$ cat config.mk
export PLATFORM = sky130hd
export DESIGN_NAME = clock_controller
export DESIGN_NICKNAME = d
export VERILOG_FILES = /design/src/rtl/clock_controller.sv
export SDC_FILE = /design/constraint.sdc
export NUM_CORES = 1
export LEC_CHECK = 0
export CAP_MARGIN = 20
export CORE_ASPECT_RATIO = 0.7
export CORE_MARGIN = 2
export CORE_UTILIZATION = 26
export CTS_CLUSTER_SIZE = 16
export DETAILED_ROUTE_END_ITERATION = 10
export PLACE_DENSITY = 0.47
export SYNTH_ARGS = -nofsm -noshare
export SYNTH_HDL_FRONTEND = slang
export SYNTH_SLANG_ARGS = --single-unit
$ cat constraint.sdc
create_clock -name clk_in -period 2.6 [get_ports clk_in]
set_input_delay 0.52 -clock clk_in [delete_from_list [all_inputs] [get_ports clk_in]]
set_output_delay 0.52 -clock clk_in [all_outputs]
set_load 0.02 [all_outputs]
$ cat src/rtl/clock_controller.sv
// ============================================================================
// Module   : clock_controller
// Purpose  : Generates cpu_clk from clk_in with run, single-step and halt modes.
//            Also produces a rise strobe in the clk_in domain.
// Revision : 1.0 - initial release
// ============================================================================
`default_nettype none

module clock_controller #(
    parameter int DIV_WIDTH  = 16,
    parameter int DEB_CYCLES = 1000
) (
    input  logic                 clk_in,
    input  logic                 rst,
    input  logic                 run_mode,
    input  logic                 step_btn,
    input  logic                 hlt,
    input  logic [DIV_WIDTH-1:0] div_sel,
    output logic                 cpu_clk,
    output logic                 cpu_clk_rise,
    output logic                 halted
);

    localparam int               DEB_W    = (DEB_CYCLES > 1) ? $clog2(DEB_CYCLES) : 1;
    localparam logic [DEB_W-1:0] DEB_LAST = DEB_W'(DEB_CYCLES - 1);

    typedef enum logic [1:0] {
        ST_STOP = 2'd0,
        ST_RUN  = 2'd1,
        ST_STEP = 2'd2,
        ST_HALT = 2'd3
    } state_t;

    state_t               state, state_nxt;
    logic [DIV_WIDTH-1:0] phase_cnt, cnt_nxt;
    logic [DIV_WIDTH-1:0] div_eff;
    logic                 phase_end;
    logic                 clk_nxt, rise_nxt;

    logic                 step_meta, step_sync, deb_level, step_req;
    logic [DEB_W-1:0]     deb_cnt;

    // A level change is accepted only after DEB_CYCLES consecutive samples
    // that disagree with the current debounced level.
    always_ff @(posedge clk_in or posedge rst) begin
        if (rst) begin
            step_meta <= 1'b0;
            step_sync <= 1'b0;
            deb_level <= 1'b0;
            deb_cnt   <= '0;
            step_req  <= 1'b0;
        end else begin
            step_meta <= step_btn;
            step_sync <= step_meta;
            step_req  <= 1'b0;
            if (step_sync == deb_level) begin
                deb_cnt <= '0;
            end else if (deb_cnt == DEB_LAST) begin
                deb_level <= step_sync;
                deb_cnt   <= '0;
                step_req  <= step_sync;
            end else begin
                deb_cnt <= deb_cnt + DEB_W'(1);
            end
        end
    end

    assign div_eff   = (div_sel == '0) ? DIV_WIDTH'(1) : div_sel;
    // >= rather than == so a shrinking div_sel ends the phase promptly.
    assign phase_end = (phase_cnt >= (div_eff - DIV_WIDTH'(1)));

    always_ff @(posedge clk_in or posedge rst) begin
        if (rst) begin
            state        <= ST_STOP;
            phase_cnt    <= '0;
            cpu_clk      <= 1'b0;
            cpu_clk_rise <= 1'b0;
        end else begin
            state        <= state_nxt;
            phase_cnt    <= cnt_nxt;
            cpu_clk      <= clk_nxt;
            cpu_clk_rise <= rise_nxt;
        end
    end

    always_comb begin
        state_nxt = state;
        cnt_nxt   = phase_cnt;
        clk_nxt   = cpu_clk;
        rise_nxt  = 1'b0;
        case (state)
            ST_STOP: begin
                cnt_nxt = '0;
                clk_nxt = 1'b0;
                if (run_mode) begin
                    state_nxt = ST_RUN;
                end else if (step_req) begin
                    state_nxt = ST_STEP;
                end
            end
            ST_RUN, ST_STEP: begin
                if ((state == ST_RUN) && !run_mode && !cpu_clk) begin
                    state_nxt = ST_STOP;
                    cnt_nxt   = '0;
                end else if (!phase_end) begin
                    cnt_nxt = phase_cnt + DIV_WIDTH'(1);
                end else begin
                    cnt_nxt = '0;
                    if (cpu_clk) begin
                        clk_nxt = 1'b0;
                        if ((state == ST_STEP) || !run_mode) begin
                            state_nxt = ST_STOP;
                        end
                    end else if (hlt) begin
                        state_nxt = ST_HALT;
                    end else begin
                        clk_nxt  = 1'b1;
                        rise_nxt = 1'b1;
                    end
                end
            end
            ST_HALT: begin
                cnt_nxt = '0;
                clk_nxt = 1'b0;
            end
            default: begin
                state_nxt = ST_STOP;
                cnt_nxt   = '0;
                clk_nxt   = 1'b0;
            end
        endcase
    end

    assign halted = (state == ST_HALT);

endmodule

`default_nettype wire

### Word level (Yosys, flattened, before mapping)

Index checks and enable logic that the tools add are counted.

| word-level totals | value |
|---|---|
| flip-flop bits (word level) | 34 |
| output and inout bits | 3 |
| word-level logic and storage cells | 62 |

| operators by class | value |
|---|---|
| add/subtract/negate cells | 3 |
| magnitude comparators | 1 |
| eq/ne operators | 11 |
| muxes and demuxes | 24 |
| bitwise operators | 1 |
| reductions and logical operators | 13 |

Operators with widths:

| cell | number |
|---|---|
| two-way mux 16 bit | 3 |
| case mux 16 bit (2 select lines) | 1 |
| two-way mux 10 bit | 2 |
| adder 16 x 1 -> 16 bit (second input constant) | 1 |
| greater-or-equal comparator 16 bit | 1 |
| logical NOT 16 bit | 1 |
| subtractor 16 x 1 -> 16 bit (second input constant) | 1 |
| two-way mux 2 bit | 7 |
| adder 10 x 1 -> 10 bit (second input constant) | 1 |
| equality test 10 bit (second input constant) | 1 |
| two-way mux 1 bit | 9 |
| != test 4 bit (second input constant) | 2 |
| != test 3 bit (second input constant) | 2 |
| AND reduction 5 bit | 1 |
| equality test 2 bit (second input constant) | 2 |
| != test 2 bit (second input constant) | 2 |
| case mux 2 bit (2 select lines) | 1 |
| AND reduction 2 bit | 2 |
| OR reduction 2 bit | 2 |
| equality test 2 x 1 -> 1 bit (second input constant) | 1 |
| logical AND 1 bit | 2 |
| logical NOT 1 bit | 2 |
| logical NOT 2 bit | 1 |
| case mux 1 bit (2 select lines) | 1 |
| 4 further kinds | 4 |

### Depth between registers and ports, before layout

Gate-level depths: netlist (run 1).

| depth | value |
|---|---|
| depth after elaboration | 7 |
| depth in mapped cells | 18 |

### Worst setup path after synthesis (run 1)

No wires, ideal clock.

| timing | value |
|---|---|
| kind | input to register |
| start | input div_sel[0] |
| end | register phase_cnt[10] |
| library setup time | 0.132 ns |
| arrival | 4.155 ns |
| required time | 2.468 ns |
| path slack | -1.687 ns |
| cell stages on the path | 18 |
| path buffers | 1 |
| cells stage by stage | or4_4 nor4b_2 or4b_4 nor2_4 nor2_1 ha_1 nor3b_1 nand2_1 nor3_1 nand2_1 xor2_1 ha_1 nand4_1 nor3_1 o311ai_1 nand3_1 clkbuf_1 nor2_1 |

| on the way | value |
|---|---|
| longest elaborated chain between the ends | 7 |

Ends and longest elaborated chain:

| item | RTL line | text |
|---|---|---|
| start: declaration | 18 | `input logic [DIV_WIDTH-1:0] div_sel,` |
| logical NOT 16 bit | 68 | `assign div_eff = (div_sel == '0) ? DIV_WIDTH'(1) : div_sel;` |
| two-way mux 16 bit (*) | 68 |  |
| subtractor 16 x 1 -> 16 bit (*) | 70 | `assign phase_end = (phase_cnt >= (div_eff - DIV_WIDTH'(1)));` |
| greater-or-equal comparator 16 bit (*) | 70 |  |
| two-way mux 16 bit (*) | 105 | `end else if (!phase_end) begin` |
| two-way mux 16 bit (*) | 102 | `if ((state == ST_RUN) && !run_mode && !cpu_clk) begin` |
| case mux 16 bit (2 select lines) (*) | 91 | `case (state)` |
| named net cnt_nxt[10] | 35 | `logic [DIV_WIDTH-1:0] phase_cnt, cnt_nxt;` |
| end signal: assignment | 80 | `phase_cnt <= cnt_nxt;` |
| end: declaration | 35 |  |

Mark *: on every way through the listed nets, which the timed path passes. The rest lies on a longest branch.
A chain may end at the register's enable or synchronous reset.

### Final worst setup path (run 1)

| timing | value |
|---|---|
| start | input div_sel[3] |
| end | register state[1] |

| on the way | value |
|---|---|
| longest elaborated chain between the ends | 6 |

Ends and longest elaborated chain:

| item | RTL line | text |
|---|---|---|
| logical NOT 16 bit | 68 |  |
| two-way mux 16 bit (*) | 68 |  |
| subtractor 16 x 1 -> 16 bit (*) | 70 |  |
| greater-or-equal comparator 16 bit (*) | 70 |  |
| != test 3 bit (no source line) (*) | n/a |  |
| AND reduction 5 bit (no source line) (*) | n/a |  |
| end signal: assignment | 79 | `state <= state_nxt;` |
| end: declaration | 34 | `state_t state, state_nxt;` |

Mark *: on every way between the ends. The rest lies on a longest branch, timed or not.

==> results_dict.tcl, run 1 <==
set metrics [dict create \
    outcome "complete, but fails checks" \
    violations "setup timing" \
    postSynthCellCount 247 \
    post_dp_cell_area_mm2 0.00295 \
    die_area_mm2 0.00956 \
    instances_no_fill 436 \
    final_cell_mix "41 x nor2_1, 39 x buf_4, 34 x dfrtp_1, 22 x ha_1, 19 x xnor2_1" \
    crit_type "input port to flop" \
    cpPeakStageDelay_ns 0.56 \
    yosys.area.top_type "dfrtp_1" \
    synthDominantCellAreaShare_pct 37.3 \
    htreeDepth 2 \
    p_comb_share_pct 11.3 \
    drt-total-wl_um 5370 \
    num-nets-final 359 \
    critPathSlowestCell "or4_4" \
    dpl.hpwl_um 4200 \
    first_pass_iters 4 \
    clk-insertion-delay-late_ns 0.27 \
    clk_path_buf_depth 2 \
    cp_cell_sequence "buf_6, or4_4, nor4b_4, or4b_4, nor2_4, nor2_2, ha_2, nor3b_4, nand2_2, nor3_4, buf_4, nand2_1, xor2_1, ha_1, a21oi_1, o21bai_2, or4_1, o31ai_1, a21oi_1" \
    routabilityCongestion 0.802 \
    max_slew.worst_pin.slew_ns 0.514 \
    timing.critical_path.mode_cell "a21oi_1" \
    p_seq_share_pct 42.8 \
    ys_types 46 \
    worstPathMaxFanout 3 \
    grt_max_degree 35 \
    rrSetupSlack_ns 0.53 \
    multi_input_area_mm2 0.00149 \
    vias_per_cell 4.45 \
    regArea_um2 851 \
    synth_warnings 0 \
    rows 28 \
    grt_pass1_vias 1839 \
    area_delta_synth_final_pct 40.6 \
    layout_commonest_cell "nor2_1" \
    design_area_mm2 0.00321 \
    pwr-share-clk_pct 45.9 \
    die-width_um 116 \
    rsz0062_at_grt "true" \
    clk_transition_reported_paths_ns 0.05 \
    min_period_over_period_pct 156 \
    antenna_found_initial 0 \
    hold_violations 0 \
    cp-endpoint "state[1]$_DFFE_PP0P_" \
    drc 0 \
    synthFlopType "dfrtp_1" \
    synth.avg_cell_area_um2 9.24 \
    synth_seq_cells 34 \
    io_buffers 23 \
    grt_pass1_wl_um 9010 \
    fmax_mhz 247 \
    synthTopCellsByArea "dfrtp_1 37%, ha_1 13%, xnor2_1 7.3%" \
    finalSetupTns_ns -26.30 \
    ant_nets 0 \
    vias 1941 \
    min_path_type "flop to flop" \
    skew_ns 0.00780 \
    placed_cells 420 \
    worst_setup_path_start_kind "input port" \
    r2r_end "cpu_clk$_DFFE_PP0P_" \
    diodes 0 \
    endpoint_kind "flop" \
    setup_viol 20 \
    grtUsageTotal_pct 12.2 \
    fin_crit_ns 4.05 \
    final_layout_size_suffix_gt1_share_pct 25.3 \
    core_mm2 0.00848 \
    synth-seq-area-share_pct 37.3 \
    io_pins 24 \
    postCtsHoldBufs 0 \
    finalMaxSlewViolations 0 \
    cts_buffers 5 \
    start_util_pct 26.9 \
    crit_path_start "div_sel[3]" \
    intPower_w 0.000992 \
    synth_nets 291 \
    rr_startpoint "phase_cnt[1]$_DFF_PP0_" \
    p_sw_w 0.000268 \
    cts-root-buf "clkbuf_16" \
    async_reset_ff_share_pct 100 \
    n_fill_cell 878 \
    worstRegToRegCells 6 \
    power.leakage_nw 1.36 \
    cap_violations 0 \
    die_h_um 82.4 \
    worst_slack_ns -1.45 \
    power_w 0.00126 \
    ir_drop_mv 0.322 \
    max-slew-margin-rel_pct 65.4 \
    cts_tree "built" \
    synth-edff-count 0 \
    crit_required_ns 2.75 \
    syn_area_mm2 0.00228 \
    powerDensity_mw_per_mm2 392 \
    routedWlPerCell_um 12.3 \
    swShare_pct 21.3 \
    arrival_ns 4.20 \
    grt_overflow 0 \
    drt-initial-drc-count 91 \
    clock_sinks 34 \
]
## worst max-delay path, delay by kind of cell
kind | cells | cell delay [ns]
buffers and inverters | 2 | 0.22
AO/OA/AOI/OAI | 4 | 0.63
XOR/XNOR | 1 | 0.06
AND/OR/NAND/NOR | 10 | 2.40
adder cells (fa/ha/maj) | 2 | 0.36
## stage by stage
stage,util (%),setup slack (ns),hold slack (ns)
6_report,37.9,-1.45,0.356
5_1_grt,37.9,-1.65,0.376
4_1_cts,37.6,-1.49,0.351
3_5_place_dp,34.8,-2.09,0.339
3_3_place_gp,34.8,-2.02,0.336
2_1_floorplan,-,-1.43,0.331
## sequential cells by signal (all words and copies together), names as in the netlist
register and cells:
phase_cnt 16, deb_cnt 10, state 2, cpu_clk 1, cpu_clk_rise 1, deb_level 1
step_meta 1, step_req 1, step_sync 1
## cell usage after synthesis (2+ instances only)
cell      number
nor4_1         5
nand2b_1       3
nor2_1        42
dfrtp_1       34
and4_1         2
and2_1         3
inv_1         12
nand3_1       10
xnor2_1       19
o21ai_0        4
nand4_1        5
or4_1          2
o41ai_1        2
clkbuf_1       2
a211oi_1       2
a21oi_1        7
or3_1          2
or2_2          3
nor2b_1        4
ha_1          23
xor2_1        13
nand2_1       13
o31ai_1        3
mux2_2         2
nor3_1         9
## kinds of logic (layout without fill, tap and decap cells)
family / Yosys count / after routing / share of synthesized area (%)
simple gates: 113 / 113 / 25.9
flops: 34 / 34 / 37.3
xor+xnor: 32 / 32 / 12.3
compound gates: 29 / 29 / 8.71
fa+ha+maj: 23 / 23 / 12.6
buf+inv: 14 / 83 / 2.30
mux: 2 / 2 / 0.986
## what timing repair did
action                     4_1_cts  5_1_grt
setup buffers                    7        1
pin swaps                       20        5
setup endpoints to repair       20       20
gates resized for setup         27        5
## power by group through the flow
stage          clock network (W)   logic, W  registers [W]
2_1_floorplan                  0  0.0000533       0.000547
3_3_place_gp                   0   0.000136       0.000548
6_report                0.000579   0.000142       0.000539
3_5_place_dp                   0   0.000135       0.000548
5_1_grt                 0.000622   0.000157       0.000540
4_1_cts                 0.000601   0.000142       0.000539
## cell type report
cell class	count	area share [%]
Multi-Input combinational cell	199	46.5
Sequential cell	34	26.5
Timing Repair Buffer	63	16.3
Tap cell	120	4.68
Clock buffer	7	4.44
Inverter	12	1.40
Clock inverter	1	0.156
## how the worst min path moves through the flow
stage / start / endpoint / slack [ns] / depth (start not counted)
3_5_place_dp: step_meta$_DFF_PP0_ / step_sync$_DFF_PP0_ / 0.34 / 0
6_report: step_meta$_DFF_PP0_ / step_sync$_DFF_PP0_ / 0.36 / 0
5_1_grt: step_meta$_DFF_PP0_ / step_sync$_DFF_PP0_ / 0.38 / 0
2_1_floorplan: step_meta$_DFF_PP0_ / step_sync$_DFF_PP0_ / 0.33 / 0
3_3_place_gp: step_meta$_DFF_PP0_ / step_sync$_DFF_PP0_ / 0.34 / 0
4_1_cts: step_meta$_DFF_PP0_ / step_sync$_DFF_PP0_ / 0.35 / 0
## metal layers
layer	global-route usage (%)	share of wire (%)	vias up
met4	3.57	1.0	0
li1	-	-	1008
met2	16.8	39	22
met3	2.63	3.5	2
met5	0	0	-
met1	18.8	57	909
No activity file was read; power rests on OpenSTA's default activity.
==> inputs of run 2 (changes only) <==
- SKIP_CTS_REPAIR_TIMING: default -> 1
==> run 2 against run 1 <==
  * The flow still finishes with violations (setup timing)
  * Sequential cell count is the same
  * Register-to-register slack worse by 0.05 ns
  * Combinational power fell by 3%
  * Critical endpoint unchanged
  * Largest power group unchanged
  * Highest routed layer unchanged
==> results_dict.tcl, run 2 (same netlist as run 1, synthesis figures left out) <==
set metrics [dict create \
    max-slew-margin-rel_pct 65.7 \
    arrival_ns 4.22 \
    met3_usage_pct 2.63 \
    grt_pass1_vias 1794 \
    n_fill_cell 866 \
    area_delta_synth_final_pct 45.6 \
    core_mm2 0.00848 \
    die_area_mm2 0.00956 \
    pwr-share-clk_pct 46.1 \
    io_buffers 23 \
    cp_cell_sequence "buf_6, or4_4, nor4b_4, or4b_4, nor2_4, nor2_2, ha_2, nor3b_4, nand2_2, nor3_4, nand2_1, xor2_1, ha_1, nand4_1, o21bai_2, or4_1, o31ai_1, a21oi_1" \
    layout_commonest_cell "dfrtp_1" \
    io_pins 24 \
    cap_violations 0 \
    die-width_um 116 \
    crit_buf_inv 1 \
    finalMaxSlewViolations 0 \
    drc 0 \
    p_comb_share_pct 11.0 \
    finalSetupTns_ns -28.24 \
    drt-total-wl_um 5550 \
    outcome "complete, but fails checks" \
    routabilityCongestion 0.802 \
    regMostFlops "phase_cnt" \
    final_cell_mix "34 x dfrtp_1, 33 x buf_4, 26 x nor2_1, 22 x ha_1, 19 x xnor2_1" \
    cts_buffers 5 \
    power_w 0.00126 \
    reg_top3 "phase_cnt: 16 flops, deb_cnt: 10 flops, state: 2 flops" \
    start_util_pct 26.9 \
    busiest_layer "met1" \
    crit_type "input port to flop" \
    grt_max_degree 35 \
    use_met2_pct 16.1 \
    use_met1_pct 18.5 \
    clk-insertion-delay-late_ns 0.27 \
    htreeDepth 2 \
    p_sw_w 0.000268 \
    diodes 0 \
    critPathSlowestCell "or4_4" \
    p_seq_share_pct 42.9 \
    worstPathMaxFanout 3 \
    power.leakage_nw 1.39 \
    largest_reg_flops 16 \
    cp_top_family "simple AND/OR/NAND/NOR gates" \
    crit_required_ns 2.75 \
    min_period_over_period_pct 157 \
    first_pass_iters 4 \
    grt_pass1_wl_um 8820 \
    fin_util_pct 39.2 \
    drt-initial-drc-count 83 \
    grtUsageTotal_pct 11.9 \
    max_slew.worst_pin.slew_ns 0.510 \
    fin_crit_ns 4.07 \
    vias 1955 \
    min_path_type "flop to flop" \
    violations "setup timing" \
    setup_viol 20 \
    ir_drop_mv 0.323 \
    powerDensity_mw_per_mm2 378 \
    swShare_pct 21.4 \
    skew_ns 0.00947 \
    num-nets-final 354 \
    grt_overflow 0 \
    final_layout_size_suffix_gt1_share_pct 29.6 \
    clk_path_buf_depth 2 \
    fmax_mhz 245 \
    endpoint_kind "flop" \
    cts-root-buf "clkbuf_16" \
    rsz0062_at_grt "true" \
    hold_violations 0 \
    rows 28 \
    cpPeakStageDelay_ns 0.55 \
    worst_setup_path_start_kind "input port" \
    ant_nets 0 \
    dpl.hpwl_um 4200 \
    die_h_um 82.4 \
    clock_sinks 34 \
    worst_slack_ns -1.47 \
    cts_tree "built" \
    clk_transition_reported_paths_ns 0.05 \
    vias_per_cell 4.54 \
    routedWlPerCell_um 12.9 \
    antenna_found_initial 0 \
    intPower_w 0.000988 \
]
-- run 2: cell types whose count changed in the layout (fill, tap and decap cells not counted), sizes merged --
cell          change
buf               -8
clkbuf            +2
dlygate4sd2       -3
dlymetal6s2s      +4
-- run 2: area by class of cell --
class / instances / area, um2 / area share [%]
multi-input cells: 199 / 1610 / 48.3
inverters: 12 / 45.0 / 1.35
well taps: 120 / 150 / 4.52
clock buffers: 7 / 143 / 4.29
flip-flops and latches: 34 / 851 / 25.6
repair buffers: 58 / 524 / 15.8
clock inverters: 1 / 5.00 / 0.151
-- run 2: worst register-to-register path: cells and delay by family, from the launching register on --
kind,cells,cell delay [ns]
muxes,1,0.32
and+or+nand+nor,2,0.28
adders and majority gates,1,0.34
AOI/OAI and AO/OA,2,0.62
DFF,1,0.45
-- run 2: power by group through the flow --
stage / logic [W] / registers (W) / clock network, W
floorplan: 0.0000533 / 0.000547 / 0
global placement: 0.000136 / 0.000548 / 0
detailed placement: 0.000135 / 0.000548 / 0
CTS: 0.000137 / 0.000539 / 0.000601
global route: 0.000153 / 0.000540 / 0.000622
finish: 0.000138 / 0.000539 / 0.000579
-- run 2: per-stage QoR --
stage | hold slack [ns] | instances | instance area [um2] | setup WS (ns)
after floorplan | 0.331 | 247 | 2340 | -1.43
after global placement | 0.336 | 420 | 2950 | -2.02
after detailed placement | 0.339 | 420 | 2950 | -2.09
after CTS | 0.351 | 428 | 3090 | -1.82
after global routing | 0.376 | 431 | 3320 | -1.71
final | 0.356 | 431 | 3320 | -1.47
-- run 2: final timing paths --
kind,slack [ns],cells past startpoint,start,end
min,0.36,0,step_meta$_DFF_PP0_,step_sync$_DFF_PP0_
max reg2reg,0.48,6,phase_cnt[1]$_DFF_PP0_,cpu_clk$_DFFE_PP0P_
max in group asynchronous,1.63,3,rst,deb_level$_DFFE_PP0P_
max,-1.47,18,div_sel[3],state[1]$_DFFE_PP0P_
min in group asynchronous,0.65,3,rst,phase_cnt[7]$_DFF_PP0_
min reg2reg,0.36,0,step_meta$_DFF_PP0_,step_sync$_DFF_PP0_
-- run 2: metal layers --
| metal | vias to the layer above | wire, um | part of all wire [%] |
|---|---|---|---|
| met4 | 0 | 54 | 0.97 |
| li1 | 1003 | - | - |
| met3 | 2 | 217 | 3.9 |
| met2 | 26 | 2230 | 40 |
| met5 | - | 0 | 0 |
| met1 | 924 | 3050 | 55 |
